### src/rtl/muldiv_unit.sv
// Iterative RV32M multiply/divide unit (MUL/MULH/MULHSU/MULHU/DIV/DIVU/REM/REMU).
// Latency: XLEN/BITS_PER_CYCLE + 3 cycles from the accept cycle to out_valid; 2 for a special-case divide.
// Backpressure: in_ready only in IDLE; the result and out_valid hold in DONE until out_ready.
//
// Ports:
//   clk, rst_n               clock (rising edge), asynchronous active-low reset
//   in_valid/in_ready        request handshake; op (funct3), a (rs1), b (rs2)
//   flush                    abort any in-flight operation, no result emitted
//   out_valid/out_ready      result handshake; result
//   busy                     unit is not IDLE
module muldiv_unit #(
    parameter int XLEN           = 32,
    parameter int BITS_PER_CYCLE = 1
) (
    input  logic            clk,
    input  logic            rst_n,
    input  logic            in_valid,
    output logic            in_ready,
    input  logic [2:0]      op,
    input  logic [XLEN-1:0] a,
    input  logic [XLEN-1:0] b,
    input  logic            flush,
    output logic            out_valid,
    input  logic            out_ready,
    output logic [XLEN-1:0] result,
    output logic            busy
);

    localparam int STEPS = XLEN / BITS_PER_CYCLE;
    localparam int CW    = $clog2(STEPS + 1);
    localparam logic [XLEN-1:0] MIN_NEG = {1'b1, {(XLEN-1){1'b0}}};

    typedef enum logic [2:0] {
        S_IDLE = 3'd0,
        S_PREP = 3'd1,
        S_CALC = 3'd2,
        S_FIX  = 3'd3,
        S_DONE = 3'd4
    } state_t;

    state_t            state_q;
    logic [2:0]        op_q;
    logic [XLEN-1:0]   a_q;
    logic [XLEN-1:0]   b_q;
    logic [XLEN-1:0]   opd_q;      // multiplicand (MUL*) or divisor (DIV*/REM*) magnitude
    logic [2*XLEN-1:0] prod_q;     // MUL*: {partial hi, multiplier}; DIV*: {remainder, dividend/quotient}
    logic [CW-1:0]     cnt_q;
    logic              neg_q;      // product / quotient must be negated
    logic              rneg_q;     // remainder must be negated (dividend was negative)
    logic [XLEN-1:0]   result_q;
    logic              out_valid_q;

    // ------------------------------------------------------------------
    // PREP decode: signedness, magnitudes and special-case divides
    // ------------------------------------------------------------------
    logic            a_sgn, b_sgn, a_neg, b_neg;
    logic            div_zero, div_ovf, special_d;
    logic [XLEN-1:0] a_mag, b_mag, special_res_d;

    always_comb begin
        a_sgn = (op_q == 3'b001) || (op_q == 3'b010) || (op_q == 3'b100) || (op_q == 3'b110);
        b_sgn = (op_q == 3'b001) || (op_q == 3'b100) || (op_q == 3'b110);
        a_neg = a_sgn && a_q[XLEN-1];
        b_neg = b_sgn && b_q[XLEN-1];
        // |-2^(XLEN-1)| = 2^(XLEN-1) still fits an XLEN-bit unsigned magnitude
        a_mag = a_neg ? -a_q : a_q;
        b_mag = b_neg ? -b_q : b_q;

        div_zero  = (b_q == '0);
        div_ovf   = !op_q[0] && (a_q == MIN_NEG) && (b_q == '1);
        special_d = op_q[2] && (div_zero || div_ovf);

        special_res_d = '0;
        if (div_zero) begin
            special_res_d = op_q[1] ? a_q : '1;
        end else begin
            special_res_d = op_q[1] ? '0 : a_q;
        end
    end

    // ------------------------------------------------------------------
    // CALC step: BITS_PER_CYCLE iterations of shift-add or restoring divide
    // ------------------------------------------------------------------
    logic [2*XLEN-1:0] step_d;
    logic [XLEN:0]     sum, mc, t;
    logic              qb;

    always_comb begin
        step_d = prod_q;
        sum    = '0;
        mc     = '0;
        t      = '0;
        qb     = 1'b0;
        for (int i = 0; i < BITS_PER_CYCLE; i++) begin
            if (!op_q[2]) begin
                // Multiply: add multiplicand into the high half when the multiplier LSB is set,
                // then shift right, keeping the carry as the new top bit.
                mc     = step_d[0] ? {1'b0, opd_q} : '0;
                sum    = {1'b0, step_d[2*XLEN-1:XLEN]} + mc;
                step_d = {sum, step_d[XLEN-1:1]};
            end else begin
                // Restoring divide: shift the next dividend bit into the remainder, try subtract.
                t = {step_d[2*XLEN-1:XLEN], step_d[XLEN-1]};
                if (t >= {1'b0, opd_q}) begin
                    t  = t - {1'b0, opd_q};
                    qb = 1'b1;
                end else begin
                    qb = 1'b0;
                end
                step_d = {t[XLEN-1:0], step_d[XLEN-2:0], qb};
            end
        end
    end

    // ------------------------------------------------------------------
    // FIX: sign correction and result selection
    // ------------------------------------------------------------------
    logic [2*XLEN-1:0] full;
    logic [XLEN-1:0]   quo, rem, fix_d;

    always_comb begin
        full  = neg_q ? -prod_q : prod_q;
        quo   = neg_q ? -prod_q[XLEN-1:0] : prod_q[XLEN-1:0];
        rem   = rneg_q ? -prod_q[2*XLEN-1:XLEN] : prod_q[2*XLEN-1:XLEN];
        fix_d = '0;
        if (op_q[2]) begin
            fix_d = op_q[1] ? rem : quo;
        end else begin
            fix_d = (op_q == 3'b000) ? full[XLEN-1:0] : full[2*XLEN-1:XLEN];
        end
    end

    // ------------------------------------------------------------------
    // Control FSM and datapath registers
    // ------------------------------------------------------------------
    always_ff @(posedge clk or negedge rst_n) begin
        if (!rst_n) begin
            state_q     <= S_IDLE;
            op_q        <= '0;
            a_q         <= '0;
            b_q         <= '0;
            opd_q       <= '0;
            prod_q      <= '0;
            cnt_q       <= '0;
            neg_q       <= 1'b0;
            rneg_q      <= 1'b0;
            result_q    <= '0;
            out_valid_q <= 1'b0;
        end else if (flush && (state_q != S_IDLE)) begin
            // Abort; in DONE with out_ready the consumer still takes this cycle's result.
            state_q     <= S_IDLE;
            out_valid_q <= 1'b0;
        end else begin
            case (state_q)
                S_IDLE: begin
                    out_valid_q <= 1'b0;
                    if (in_valid && !flush) begin
                        op_q    <= op;
                        a_q     <= a;
                        b_q     <= b;
                        state_q <= S_PREP;
                    end
                end
                S_PREP: begin
                    neg_q  <= a_neg ^ b_neg;
                    rneg_q <= a_neg;
                    if (special_d) begin
                        result_q    <= special_res_d;
                        out_valid_q <= 1'b1;
                        state_q     <= S_DONE;
                    end else begin
                        prod_q  <= op_q[2] ? {{XLEN{1'b0}}, a_mag} : {{XLEN{1'b0}}, b_mag};
                        opd_q   <= op_q[2] ? b_mag : a_mag;
                        cnt_q   <= CW'(STEPS - 1);
                        state_q <= S_CALC;
                    end
                end
                S_CALC: begin
                    prod_q <= step_d;
                    if (cnt_q == '0) begin
                        state_q <= S_FIX;
                    end else begin
                        cnt_q <= cnt_q - CW'(1);
                    end
                end
                S_FIX: begin
                    result_q    <= fix_d;
                    out_valid_q <= 1'b1;
                    state_q     <= S_DONE;
                end
                S_DONE: begin
                    if (out_ready) begin
                        out_valid_q <= 1'b0;
                        state_q     <= S_IDLE;
                    end
                end
                default: begin
                    state_q     <= S_IDLE;
                    out_valid_q <= 1'b0;
                end
            endcase
        end
    end

    assign in_ready  = (state_q == S_IDLE);
    assign busy      = (state_q != S_IDLE);
    assign out_valid = out_valid_q;
    assign result    = result_q;

endmodule

### config.mk
export PLATFORM = sky130hd
export DESIGN_NAME = muldiv_unit
export DESIGN_NICKNAME = d
export VERILOG_FILES = /design/src/rtl/muldiv_unit.sv
export SDC_FILE = /design/constraint.sdc
export NUM_CORES = 1
export LEC_CHECK = 0
export BUFFER_PORTS_ARGS = -buffer_cell sky130_fd_sc_hd__clkbuf_2
export CAP_MARGIN = 30
export CORE_MARGIN = 2
export CORE_UTILIZATION = 41
export CTS_BUF_LIST = sky130_fd_sc_hd__clkbuf_4
export DETAILED_ROUTE_END_ITERATION = 10
export GPL_TIMING_DRIVEN = 0
export HOLD_SLACK_MARGIN = 0.12
export PLACE_DENSITY = 0.61
export REMOVE_ABC_BUFFERS = 1
export SETUP_SLACK_MARGIN = 0.2
export SLEW_MARGIN = 20
export SYNTH_ARGS = -nofsm -noshare
export SYNTH_HDL_FRONTEND = slang
export SYNTH_SLANG_ARGS = --single-unit
export TNS_END_PERCENT = 1
### constraint.sdc
create_clock -name clk -period 5.29 [get_ports clk]
set_clock_uncertainty 0.05 [all_clocks]
set_input_delay 0.7935 -clock clk [delete_from_list [all_inputs] [get_ports clk]]
set_output_delay 0.7935 -clock clk [all_outputs]
set_load 0.02 [all_outputs]
== After elaboration in Yosys (flattened, before gate mapping) ==
Index checks and enable logic that the tools add are counted.
Storage, ports and cells
  register bits: 207
  latch bits: 0
  bits in writable memories: 0
  memory bits (read-only): 0
  input bits: 72
  output and inout bits: 35
  word-level logic and storage cells: 105
  memories: 0
Operators by class
  $add $sub $neg: 8
  multipliers: 0
  divide/modulo/power cells: 0
  magnitude comparators: 1
  equal/unequal tests: 18
  shift-type cells: 0
  mux-type cells: 34
  bitwise operators: 3
  reduce and logical (&&, ||, !) cells: 30
Operators with widths (count)
  two-way mux 32 bit: 15
  two-way mux 64 bit: 3
  negator 32 bit: 4
  one-hot mux 64 bit (2 select lines): 1
  == test 32 bit, second input constant: 2
  negator 64 bit: 1
  one-hot mux 32 bit (2 select lines): 1
  adder 32 x 32 -> 33 bit: 1
  greater-or-equal comparator 33 x 32 -> 1 bit: 1
  logical NOT 32 bit: 1
  subtractor 32 bit: 1
  AND reduction 3 bit: 6
  two-way mux 3 bit: 5
  one-hot mux 3 bit (5 select lines): 1
  two-way mux 6 bit: 2
  one-hot mux 6 bit (2 select lines): 1
  == test 3 x 2 -> 1 bit, second input constant: 3
  == test 3 bit, second input constant: 3
  != test 3 bit, second input constant: 3
  != test 2 bit, second input constant: 4
  logical AND 1 bit: 7
  == test 3 x 1 -> 1 bit, second input constant: 2
  logical NOT 3 bit: 2
  logical NOT 6 bit: 1
  other kinds (12): 23

== Longest topological paths before layout ==
Gate-level depths: netlist of run 1.
  depth after elaboration: 9
  gate-level depth with buffers: 14
  gate-level depth less buffers: 13

== Worst setup path after synthesis of run 1 ==
Ideal clock, no wire load.
  kind: reg-to-reg
  from: register prod_q[58]
  to: register prod_q[60]
  library setup time: 0.121 ns
  arrival time: 3.391 ns
  data required time: 5.119 ns
  slack: 1.728 ns
  stages on the path, launching flop included: 12
  buffers on the path: 1
  clock period less this slack: 3.562 ns
  path through: dfrtp_1 -> ha_1 -> a21o_1 -> a31o_2 -> a21o_1 -> a31o_2 -> a2111oi_0 -> nand2_1 -> clkbuf_1 -> o31ai_1 -> nor2_1 -> a22o_1
On the way
  word-level cells in the longest chain between the ends: 4
  elaborated cells between the ends (all ways): 6
  those cells by class: add/sub (2); order compare (1); mux (3)
Ends and longest elaborated chain
  start, declared: line 46  | logic [2*XLEN-1:0] prod_q;
  start signal, assigned: line 172  | prod_q <= op_q[2] ? {{XLEN{1'b0}}, a_mag} : {{XLEN{1'b0}}, b_mag};
  start signal, assigned: line 179  | prod_q <= step_d;
  subtractor 32 bit or greater-or-equal comparator 33 x 32 -> 1 bit (tied branches): line 105, 104
  two-way mux 32 bit: line 104  | if (t >= {1'b0, opd_q}) begin
  two-way mux 64 bit *: line 95  | if (!op_q[2]) begin
  one-hot mux 64 bit (2 select lines) *: line 154  | case (state_q)
Mark *: on every way between the ends. The rest lies on a longest branch, timed or not.
A chain may end at the register's enable or synchronous reset.

== Worst setup path after layout of run 1 ==
  from: register a_q[2]
  to: register prod_q[27]
On the way
  word-level cells in the longest chain between the ends: 7
  elaborated cells between the ends (all ways): 12
  those cells by class: add/sub (1); eq/ne (2); mux (4); reduce/logical (5)
Ends and longest elaborated chain
  start, declared: line 43  | logic [XLEN-1:0] a_q;
  start signal, assigned: line 140  | a_q <= '0;
  start signal, assigned: line 159  | a_q <= a;
  branches (longest 7 deep; another with negator 32 bit)
Several ways; the timed one is not identified. The select of a mux whose other input is x is not followed.

==> results of run 1 <==
-- per-layer routing --
layer / routed length, um / track usage (%) / part of all wire (%)
met1: 26400 / 36.4 / 43
met2: 27600 / 43.2 / 46
met4: 2580 / 11.8 / 4.3
met3: 4140 / 4.03 / 6.8
met5: 0 / 0 / 0
-- cell families after synthesis --
kind of cell | synth area share, %
AOI/OAI and AO/OA | 24.1
xor gates and xnor gates | 9.89
adders and majority gates | 5.22
buffers and inverters | 4.99
DFF | 29.1
muxes | 7.24
and+or+nand+nor | 19.4
-- worst min path at each step --
stage / startpoint / to / slack [ps] / cells after the start
floorplan: cnt_q[0]$_DFFE_PN0P_ / cnt_q[0]$_DFFE_PN0P_ / 390 / 1
global placement: cnt_q[0]$_DFFE_PN0P_ / cnt_q[0]$_DFFE_PN0P_ / 410 / 1
detailed placement: cnt_q[0]$_DFFE_PN0P_ / cnt_q[0]$_DFFE_PN0P_ / 410 / 1
CTS: a[25] / a_q[25]$_DFFE_PN0P_ / 150 / 2
global route: a[25] / a_q[25]$_DFFE_PN0P_ / 170 / 2
finish: a[25] / a_q[25]$_DFFE_PN0P_ / 210 / 2
-- power by group through the flow --
stage / combinational [mW] / clock (mW) / sequential [mW]
detailed placement: 8.50 / 0 / 3.35
CTS: 8.57 / 1.40 / 3.32
floorplan: 6.11 / 0 / 3.19
finish: 8.70 / 1.36 / 3.36
global route: 9.63 / 1.48 / 3.46
global placement: 8.18 / 0 / 3.48
-- cells in the final DEF, fill, tap and decap left out, types with 9 or more instances in the layout --
master    synthesis  routed
mux2i_1          32      32
o41ai_1          15      15
o221ai_1         13      13
o21ai_0         195     195
or4_1            19      19
or2_2            12      12
inv_1            77      76
a22oi_1          12      12
nor2_1          250     244
nand2b_1         23      23
ha_1             71      71
xnor2_1         117     117
nand4_1          27      27
clkbuf_2          0     105
mux2_2           74      74
a31oi_1          30      30
a21oi_1         218     217
nor2b_1          13      13
clkbuf_4          0      77
o211ai_1         26      26
or3_1            23      22
nand2_1         220     218
dfrtp_1         207     204
a211oi_1         15      15
a21o_1           26      26
xor2_1           84      84
nor4_1           20      19
o22ai_1           9       9
o21a_1            9       9
nand3_1          41      40
o31ai_1          36      36
nor3_1           45      43
-- final cells by class --
| class | count | area, sq um |
|---|---|---|
| Fill cell | 4462 | 23300 |
| Clock buffer | 77 | 578 |
| Timing Repair Buffer | 129 | 947 |
| Sequential cell | 207 | 5190 |
| Multi-Input combinational cell | 1819 | 11800 |
| Tap cell | 585 | 732 |
| Inverter | 80 | 302 |
| Antenna cell | 1 | 2.50 |
| Clock inverter | 11 | 52.6 |
-- per-stage QoR --
step	instances	util [%]	power [mW]
final	2909	45.7	13.4
after CTS	2905	45.6	13.3
after global routing	2909	45.7	14.6
after global placement	2796	43.0	11.7
after detailed placement	2816	44.1	11.8
after floorplan	2105	-	9.31
-- timing repair --
item,CTS,global route
pin swaps,0,1
hold endpoints to repair,59,0
setup endpoints to repair,19,18
gates resized for setup,1,1
setup buffers,0,1
hold buffers,1,0
gates cloned,0,1
-- flip-flops by register name, summed over array words and instances, names as in the netlist --
name,flops
prod_q,64
rneg_q,1
b_q,32
a_q,32
op_q,3
neg_q,1
result,32
opd_q,32
out_valid,1
state_q,3
cnt_q,6
-- critical path, cell delays in order (launching register included) --
cell,delay [ps]
dfrtp_1,470
or4_1,650
nor4_2,700
nand4b_1,410
o21ai_2,590
a21boi_1,500
nor2_4,280
buf_16,190
inv_2,220
buf_16,250
nand2_1,180
o221ai_1,140
==> results by group, run 1 <==
Power and ir drop
  – PD cells: 684 nW/um^2
  – P_leak: 8.30 nW
  – Comb pwr share: roughly two thirds
  – Clock Power Share: 10.1%
  – Switching power: 7.04 mW
  – Peak VDD IR: between 0.2 and 0.3 mV
  – Sw Share: between 50% and 60%
  – Seq pwr share: approximately 25%
  – P_int: between 6 and 7 mW

Synth
  – Library cells used by synthesis: between 80 and 90
  – Yosys top cell area share: between 20 and 30%
  – Most frequent cells after synthesis: 250 x nor2_1, 220 x nand2_1, 218 x a21oi_1
  – Post-Syn Area per Cell: between 7 and 8 sq um
  – Ys flop type: dfrtp_1
  – Yosys warning count: 0
  – Post-synthesis cell count: between 2000 and 2500
  – Sequential element share of the synthesized area: between 20% and 30%
  – Mapped cell area: 17800 sq um
  – Synth area leader: dfrtp_1
  – #FFs+latches synth: between 200 and 250
  – Top cells by area, synth: dfrtp_1 29%, a21oi_1 6.1%, xnor2_1 5.8%
  – Post-synth EDFFs: 0
  – Synth async-reset ratio: 100%
  – Top-count cell post-synth: nor2_1

Critical path
  – Worst setup startpoint: a_q[2]$_DFFE_PN0P_
  – CP Launch Type: flop
  – Worst Setup EP: prod_q[27]$_DFFE_PN0P_
  – Worst Reg-to-Reg Cells: 11
  – Kind of critical path: reg -> reg
  – R2r setup slk: 510 ps
  – Reg2Reg Capture Point: prod_q[27]$_DFFE_PN0P_
  – Critical Path Fanout Max: 29
  – Worst Path Required: between 5000 and 6000 ps
  – CP Capture Type: flop
  – R2r startpoint: a_q[2]$_DFFE_PN0P_
  – Arr. time, crit path: around 5400 ps

Timing
  – Crit path time final: around 4800 ps
  – Setup TNS: 0 ps
  – Hold Slack: ~210 ps
  – Final setup margin: 515 ps
  – Max-slew violations: 0
  – Setup violators final: 0
  – Worst Tran Pin Value: 1220 ps
  – Final Hold Fails: 0
  – Tcrit/Tclk final: 90.3%
  – Max Fclk: about 210 MHz
  – RSZ-0062 raised after global routing: no
  – Relative slew slack: between 10% and 20%

Global routing
  – GRT overflow: 0
  – Vias in the first global route: around 17000
  – Largest net degree at the start of global routing: 84
  – Overall Global Routing Usage: a little over a quarter
  – Initial antenna violation count: 1
  – First-pass GRT wire length: roughly 95000 um

Floorplanning
  – I/O pin count: approximately 110
  – Initial Util: between 40% and 50%
  – Site Rows: 76
  – Die area: between 40000 and 50000 sq um
  – Core box area: around 43000 sq um
  – Die Height: approximately 210 um
  – DIE WIDTH: approximately 210 um

Final layout
  – Area grow syn2layout: 10.3%
  – Post-Layout Inst Area: ~20000 sq um
  – Fin nets: approximately 2400
  – Share of cells above drive strength 1: between 10% and 20%

Clocking
  – Sink Count: 207
  – H-Tree Depth: 2
  – CTS root buffer: clkbuf_4
  – TritonCTS clock tree: done
  – Later-pin clock latency in the skew report: ~760 ps
  – CTS buffer count: 54
  – Clock Tree Buf Depth: 3
  – Clock-pin slew on the worst setup and hold paths: approximately 70 ps

Placement
  – Port Buffer Count: 106
  – Pre-CTS setup slack: -103 ps
  – Routability-driven placement congestion ratio: between 0.9 and 1
  – Hpwl dp: ~46000 um
  – Area post-placement: roughly 19000 sq um

Drt
  – Via Count: roughly 17000
  – Via-to-Cell Ratio: 5.96
  – DRC: 0
  – WL per Instance: 20.9 um
  – Post-Route WL: slightly above 60000 um
  – DRT antenna net count: 0
  – DRT iter0 DRCs: 1679
  – Drt first pass iters: 6

Hold path
  – Min-delay worst type: in -> reg

Flow run
  – Max_cap viols: 0

Outcome
  – Status: finished, final reports clean
(Power assumes the default switching activity.)
==> run 2, diff against run 1 <==
--- a/config.mk
+++ b/config.mk
@@ -13,7 +13,7 @@
 export DETAILED_ROUTE_END_ITERATION = 10
 export GPL_TIMING_DRIVEN = 0
 export HOLD_SLACK_MARGIN = 0.12
-export PLACE_DENSITY = 0.61
+export PLACE_DENSITY = 0.57
 export REMOVE_ABC_BUFFERS = 1
 export SETUP_SLACK_MARGIN = 0.2
 export SLEW_MARGIN = 20
==> constraint.sdc (replaced) <==
create_clock -name clk -period 5.29 [get_ports clk]
set_clock_uncertainty 0.05 [all_clocks]
set_input_delay 0.7935 -clock clk [delete_from_list [all_inputs] [get_ports clk]]
set_output_delay 0.7935 -clock clk [all_outputs]
set_load 0.1 [all_outputs]
==> results by group, run 2 (synthesized netlist as in run 1, its figures left out) <==
Outcome
  – Status: finished, final reports clean (unchanged)

Placement
  – Hpwl dp: 46800 um (was 46300 um)
  – Placed insts: 2815 (was 2816)
  – Port Buffer Count: 106 (unchanged)
  – Routability-driven placement congestion ratio: 0.911 (was 0.969)
  – Pre-CTS setup slack: -108 ps (was -103 ps)

Global routing
  – Vias in the first global route: 16800 (about the same)
  – GRT overflow: 0 (unchanged)
  – First-pass GRT wire length: 96000 um (was 95000 um)
  – Largest net degree at the start of global routing: 89 (was 84)
  – Overall Global Routing Usage: 27.5% (was 27.1%)
  – Initial antenna violation count: 1 (unchanged)

Drt
  – Via Count: 17200 (was 17300)
  – Drt first pass iters: 6 (unchanged)
  – DRT antenna net count: 0 (unchanged)
  – Post-Route WL: 61700 um (was 60700 um)
  – Via-to-Cell Ratio: 5.89 (was 5.96)
  – WL per Instance: 21.2 um (was 20.9 um)
  – DRT iter0 DRCs: 1652 (was 1679)
  – DRC: 0 (unchanged)

Floorplanning
  – Initial Util: 41.4% (unchanged)
  – Site Rows: 76 (unchanged)
  – DIE WIDTH: 212 um (unchanged)
  – Die Height: 212 um (unchanged)
  – Die area: 45100 sq um (unchanged)
  – Core box area: 43000 sq um (unchanged)
  – I/O pin count: 107 (unchanged)

Clocking
  – Later-pin clock latency in the skew report: 770 ps (was 760 ps)
  – Clock-pin slew on the worst setup and hold paths: 60 ps (was 70 ps)
  – TritonCTS clock tree: done (unchanged)
  – CTS buffer count: 57 (was 54)
  – Sink Count: 207 (unchanged)
  – CTS root buffer: clkbuf_4 (unchanged)
  – H-Tree Depth: 2 (unchanged)
  – Postcts setup bufs: 0 (unchanged)
  – Clock Tree Buf Depth: 3 (unchanged)

Final layout
  – Area grow syn2layout: 10.7% (was 10.3%)
  – Commonest non-fill, non-tap cells in the layout: 244 x nor2_1, 218 x nand2_1, 217 x a21oi_1, 204 x dfrtp_1, 195 x o21ai_0 (unchanged)
  – Fin cells: 2916 (was 2909)
  – Multi-input gate area: 11800 sq um (about the same)
  – Biggest register: prod_q (unchanged)
  – Fin nets: 2436 (unchanged)
  – Max reg flops: 64 (unchanged)
  – Share of cells above drive strength 1: 15.1% (was 14.9%)
  – Reg area: 5190 sq um (unchanged)
  – Most common cell after layout, fill and taps aside: nor2_1 (unchanged)
  – Filler cells: 4460 (was 4462)

Timing
  – Relative slew slack: 25.6% (was 18.8%)
  – Setup violators final: 0 (unchanged)
  – Worst Tran Pin Value: 1110 ps (was 1220 ps)
  – Setup TNS: 0 ps (unchanged)
  – Max-slew violations: 0 (unchanged)
  – Final Hold Fails: 0 (unchanged)
  – Crit path time final: 4840 ps (was 4780 ps)
  – Final setup margin: 449 ps (was 515 ps)
  – Tcrit/Tclk final: 91.5% (was 90.3%)
  – RSZ-0062 raised after global routing: no (unchanged)
  – Max Fclk: 207 MHz (was 209 MHz)

Flow run
  – Max_cap viols: 0 (unchanged)

Power and ir drop
  – Overall Power: 14.3 mW (was 13.4 mW)
  – Seq pwr share: 23.5% (was 25.0%)
  – P_int: 6.47 mW (was 6.38 mW)
  – PD cells: 727 nW/um^2 (was 684 nW/um^2)
  – Peak VDD IR: 0.453 mV (was 0.284 mV)
  – Clock Power Share: 10.4% (was 10.1%)
  – P_leak: 8.34 nW (was 8.30 nW)
  – Sw Share: 54.8% (was 52.5%)
  – Switching power: 7.86 mW (was 7.04 mW)
  – Comb pwr share: 66.1% (was 64.8%)

Critical path
  – CP Cell Sequence: nand4b_1, nor4_1, nand4_1, o21ai_2, a21boi_1, nor2_4, buf_16, inv_2, buf_12, o221ai_1, a21oi_1, nor2_1 (was or4_1, nor4_2, nand4b_1, o21ai_2, a21boi_1, nor2_4, buf_16, inv_2, buf_16, nand2_1, o221ai_1)
  – Worst Path Required: 5900 ps (was 5860 ps)
  – R2r setup slk: 450 ps (was 510 ps)
  – Max incr delay on CP: 810 ps (was 700 ps)
  – Kind of critical path: reg -> reg (unchanged)
  – Critical Path Fanout Max: 33 (was 29)
  – Arr. time, crit path: 5450 ps (was 5350 ps)
  – CP Launch Type: flop (unchanged)
  – Worst path slowest cell: nor4_1 (was nor4_2)
  – CP Capture Type: flop (unchanged)

Hold path
  – Min-delay worst type: in -> reg (unchanged)
-- run 2: path summary, 6_finish.rpt --
check / to / start / cells after the start
setup / recovery: prod_q[51]$_DFFE_PN0P_ / op_q[0]$_DFFE_PN0P_ / 12
hold / removal: b_q[27]$_DFFE_PN0P_ / b[27] / 2
setup reg to reg: prod_q[51]$_DFFE_PN0P_ / op_q[0]$_DFFE_PN0P_ / 12
hold reg to reg: cnt_q[0]$_DFFE_PN0P_ / cnt_q[0]$_DFFE_PN0P_ / 1
max in group asynchronous: prod_q[60]$_DFFE_PN0P_ / rst_n / 3
min in group asynchronous: b_q[0]$_DFFE_PN0P_ / rst_n / 2
-- run 2: repair_timing --
item | in CTS | in global routing
hold buffers | 1 | 0
hold endpoints to repair | 31 | 0
gates resized for setup | 1 | 2
setup endpoints to repair | 21 | 9
gates cloned | 0 | 1
pin swaps | 1 | 1
-- run 2: area by class of cell --
class                           count  share of cell area (%)
Sequential cell                   207                    26.3
Antenna cell                        1                  0.0127
Multi-Input combinational cell   1819                    60.1
Clock buffer                       84                    3.20
Clock inverter                     14                   0.445
Inverter                           80                    1.53
Timing Repair Buffer              126                    4.66
Tap cell                          585                    3.72
-- run 2: power by group through the flow --
stage | clock [mW] | sequential [mW] | combinational (mW)
3_3_place_gp | 0 | 3.50 | 8.98
2_1_floorplan | 0 | 3.94 | 6.14
6_report | 1.49 | 3.37 | 9.47
3_5_place_dp | 0 | 3.37 | 9.28
4_1_cts | 1.53 | 3.34 | 9.35
5_1_grt | 1.61 | 3.48 | 10.4
-- run 2: layer usage --
layer | part of all wire (%) | track usage (%) | vias up | wire [um]
met1 | 45 | 37.2 | 8206 | 27700
met3 | 5.8 | 3.49 | 140 | 3560
met2 | 45 | 44.0 | 573 | 27800
met4 | 4.3 | 12.0 | 0 | 2650
li1 | - | - | 8258 | -
met5 | 0 | 0 | - | 0
-- run 2: critical path, delay by kind of cell (launching register included) --
family	cells	cell delay (ps)
DFF	1	700
buffers and inverters	3	630
AOI/OAI and AO/OA	4	1270
and+or+nand+nor	5	2060
-- run 2: per-stage QoR --
| stage | utilization (%) | instance area (sq um) | hold slack, ps |
|---|---|---|---|
| 3_3_place_gp | 43.0 | 18500 | 410 |
| 3_5_place_dp | 44.1 | 18900 | 410 |
| 4_1_cts | 45.8 | 19700 | 140 |
| 5_1_grt | 45.8 | 19700 | 174 |
| 2_1_floorplan | - | 17200 | 390 |
| 6_report | 45.8 | 19700 | 205 |
==> run 3, diff against run 2 <==
--- a/config.mk
+++ b/config.mk
@@ -5,7 +5,7 @@
 export SDC_FILE = /design/constraint.sdc
 export NUM_CORES = 1
 export LEC_CHECK = 0
-export BUFFER_PORTS_ARGS = -buffer_cell sky130_fd_sc_hd__clkbuf_2
+export BUFFER_PORTS_ARGS = -buffer_cell sky130_fd_sc_hd__buf_2
 export CAP_MARGIN = 30
 export CORE_MARGIN = 2
 export CORE_UTILIZATION = 41
==> results by group, run 3 (synthesized netlist as in run 1, its figures left out) <==
Final layout
  – Most common cell after layout, fill and taps aside: nor2_1 (unchanged)
  – Commonest non-fill, non-tap cells in the layout: 244 x nor2_1, 218 x nand2_1, 217 x a21oi_1, 204 x dfrtp_1, 195 x o21ai_0 (unchanged)
  – Filler cells: 4436 (was 4460)
  – Fin util: 46.1% (was 45.8%)
  – Share of cells above drive strength 1: 15.2% (was 15.1%)
  – Biggest register: prod_q (unchanged)
  – Fin nets: 2439 (was 2436)
  – Area grow syn2layout: 11.3% (was 10.7%)
  – Post-Layout Inst Area: 19800 sq um (was 19700 sq um)
  – Max reg flops: 64 (unchanged)

Global routing
  – GRT overflow: 0 (unchanged)
  – Initial antenna violation count: 2 (was 1)
  – Overall Global Routing Usage: 27.4% (was 27.5%)
  – First-pass GRT wire length: 95900 um (was 96000 um)
  – Vias in the first global route: 16700 (was 16800)
  – Largest net degree at the start of global routing: 95 (was 89)

Hold path
  – Worst hold path startpoint: a[2] (was b[27])
  – Min-delay worst type: in -> reg (unchanged)

Timing
  – Relative slew slack: 32.9% (was 25.6%)
  – Final Hold Fails: 0 (unchanged)
  – Tcrit/Tclk final: 88.1% (was 91.5%)
  – Setup TNS: 0 ps (unchanged)
  – Max Fclk: 214 MHz (was 207 MHz)
  – Hold Slack: 223 ps (was 205 ps)
  – Worst Tran Pin Value: 1000 ps (was 1110 ps)
  – Setup violators final: 0 (unchanged)
  – RSZ-0062 raised after global routing: no (unchanged)
  – Max-slew violations: 0 (unchanged)
  – Crit path time final: 4660 ps (was 4840 ps)

Critical path
  – Worst Path Required: 5930 ps (was 5900 ps)
  – Kind of critical path: reg -> reg (unchanged)
  – CP Cell Sequence: or4_1, nor4b_2, nand4_1, o21ai_2, a21boi_2, nor2_4, buf_16, inv_2, buf_12, o221ai_1, a21oi_1, nor2_1 (was nand4b_1, nor4_1, nand4_1, o21ai_2, a21boi_1, nor2_4, buf_16, inv_2, buf_12, o221ai_1, a21oi_1, nor2_1)
  – Worst path slowest cell: nor4b_2 (was nor4_1)
  – CP Launch Type: flop (unchanged)
  – R2r startpoint: b_q[10]$_DFFE_PN0P_ (was op_q[0]$_DFFE_PN0P_)
  – Critical Path Fanout Max: 33 (unchanged)
  – Max incr delay on CP: 740 ps (was 810 ps)
  – CP Capture Type: flop (unchanged)
  – Worst setup startpoint: b_q[10]$_DFFE_PN0P_ (was op_q[0]$_DFFE_PN0P_)
  – Arr. time, crit path: 5310 ps (was 5450 ps)
  – R2r setup slk: 630 ps (was 450 ps)

Clocking
  – Clock Tree Buf Depth: 3 (unchanged)
  – CTS buffer count: 58 (was 57)
  – H-Tree Depth: 2 (unchanged)
  – TritonCTS clock tree: done (unchanged)
  – Postcts setup bufs: 0 (unchanged)
  – Later-pin clock latency in the skew report: 770 ps (about the same)
  – Clock-pin slew on the worst setup and hold paths: 70 ps (was 60 ps)
  – CTS root buffer: clkbuf_4 (unchanged)
  – Sink Count: 207 (unchanged)

Floorplanning
  – DIE WIDTH: 212 um (unchanged)
  – Die area: 45100 sq um (unchanged)
  – Die Height: 212 um (unchanged)
  – Site Rows: 76 (unchanged)
  – Initial Util: 41.4% (unchanged)
  – I/O pin count: 107 (unchanged)
  – Core box area: 43000 sq um (unchanged)

Power and ir drop
  – P_leak: 8.37 nW (was 8.34 nW)
  – PD cells: 728 nW/um^2 (was 727 nW/um^2)
  – Peak VDD IR: 0.468 mV (was 0.453 mV)

Drt
  – DRT antenna net count: 0 (unchanged)
  – Via Count: 17300 (was 17200)
  – WL per Instance: 21.0 um (was 21.2 um)
  – Drt first pass iters: 6 (unchanged)
  – DRC: 0 (unchanged)
  – Via-to-Cell Ratio: 5.89 (about the same)
  – DRT iter0 DRCs: 1536 (was 1652)
  – Post-Route WL: 61500 um (was 61700 um)

Placement
  – Area post-placement: 19000 sq um (was 18900 sq um)
  – Routability-driven placement congestion ratio: 0.906 (was 0.911)
  – Hpwl dp: 47000 um (was 46800 um)
  – Port Buffer Count: 106 (unchanged)

Flow run
  – Max_cap viols: 0 (unchanged)

Outcome
  – Status: finished, final reports clean (unchanged)
[run 3: path summary, 6_finish.rpt]
path / to / cells past startpoint
worst max register to register: prod_q[51]$_DFFE_PN0P_ / 12
max in group asynchronous: prod_q[12]$_DFFE_PN0P_ / 3
worst min-delay path: a_q[2]$_DFFE_PN0P_ / 2
worst max-delay path: prod_q[51]$_DFFE_PN0P_ / 12
worst min register to register: cnt_q[0]$_DFFE_PN0P_ / 1
min in group asynchronous: a_q[4]$_DFFE_PN0P_ / 2
[run 3: where the power goes]
group | internal, mW | total [mW] | leakage [nW] | switching (mW)
Clock | 0.843 | 1.59 | 0.465 | 0.745
Combinational | 3.49 | 9.44 | 5.40 | 5.95
Sequential | 2.22 | 3.39 | 2.50 | 1.17
Total | 6.55 | 14.4 | 8.37 | 7.87
[run 3: routing by layer]
metal	GRT usage, %	routed length (um)	share of wire, %	vias to the layer above
met4	12.2	2770	4.5	2
met2	43.4	27500	45	624
met5	0	13	0.021	-
met3	3.34	3610	5.9	133
met1	37.7	27700	45	8203
li1	-	-	-	8294
[run 3: timing repair]
| action | in CTS | in global routing |
|---|---|---|
| resized for setup | 2 | 0 |
| setup endpoints to repair | 31 | 0 |
| hold endpoints to repair | 20 | 0 |
| hold buffers | 1 | 0 |
[run 3: layout make-up]
type                    instances  area (sq um)  share of cell area (%)
diodes                          1          2.50                  0.0126
clock buffers                  79           593                    3.00
clock inverters                29           198                   0.998
inverters                      80           302                    1.52
multi-input cells            1819         11800                    59.8
flip-flops and latches        207          5190                    26.2
well taps                     585           732                    3.70
repair buffers                128           950                    4.80
[run 3: worst max-delay path: cells and delay by family, from the launching register on]
family          cells  cell delay [ps]
buf+inv             3              660
compound gates      4             1000
flops               1              440
simple gates        5             2410
[run 3: per-stage QoR]
step                power, mW  setup WS [ps]  std cells
CTS                      14.3            376       2927
detailed placement       12.6           -206       2817
global placement         12.5          -5990       2796
floorplan                10.1           -751       2105
finish                   14.4            627       2928
global route             15.5            391       2928
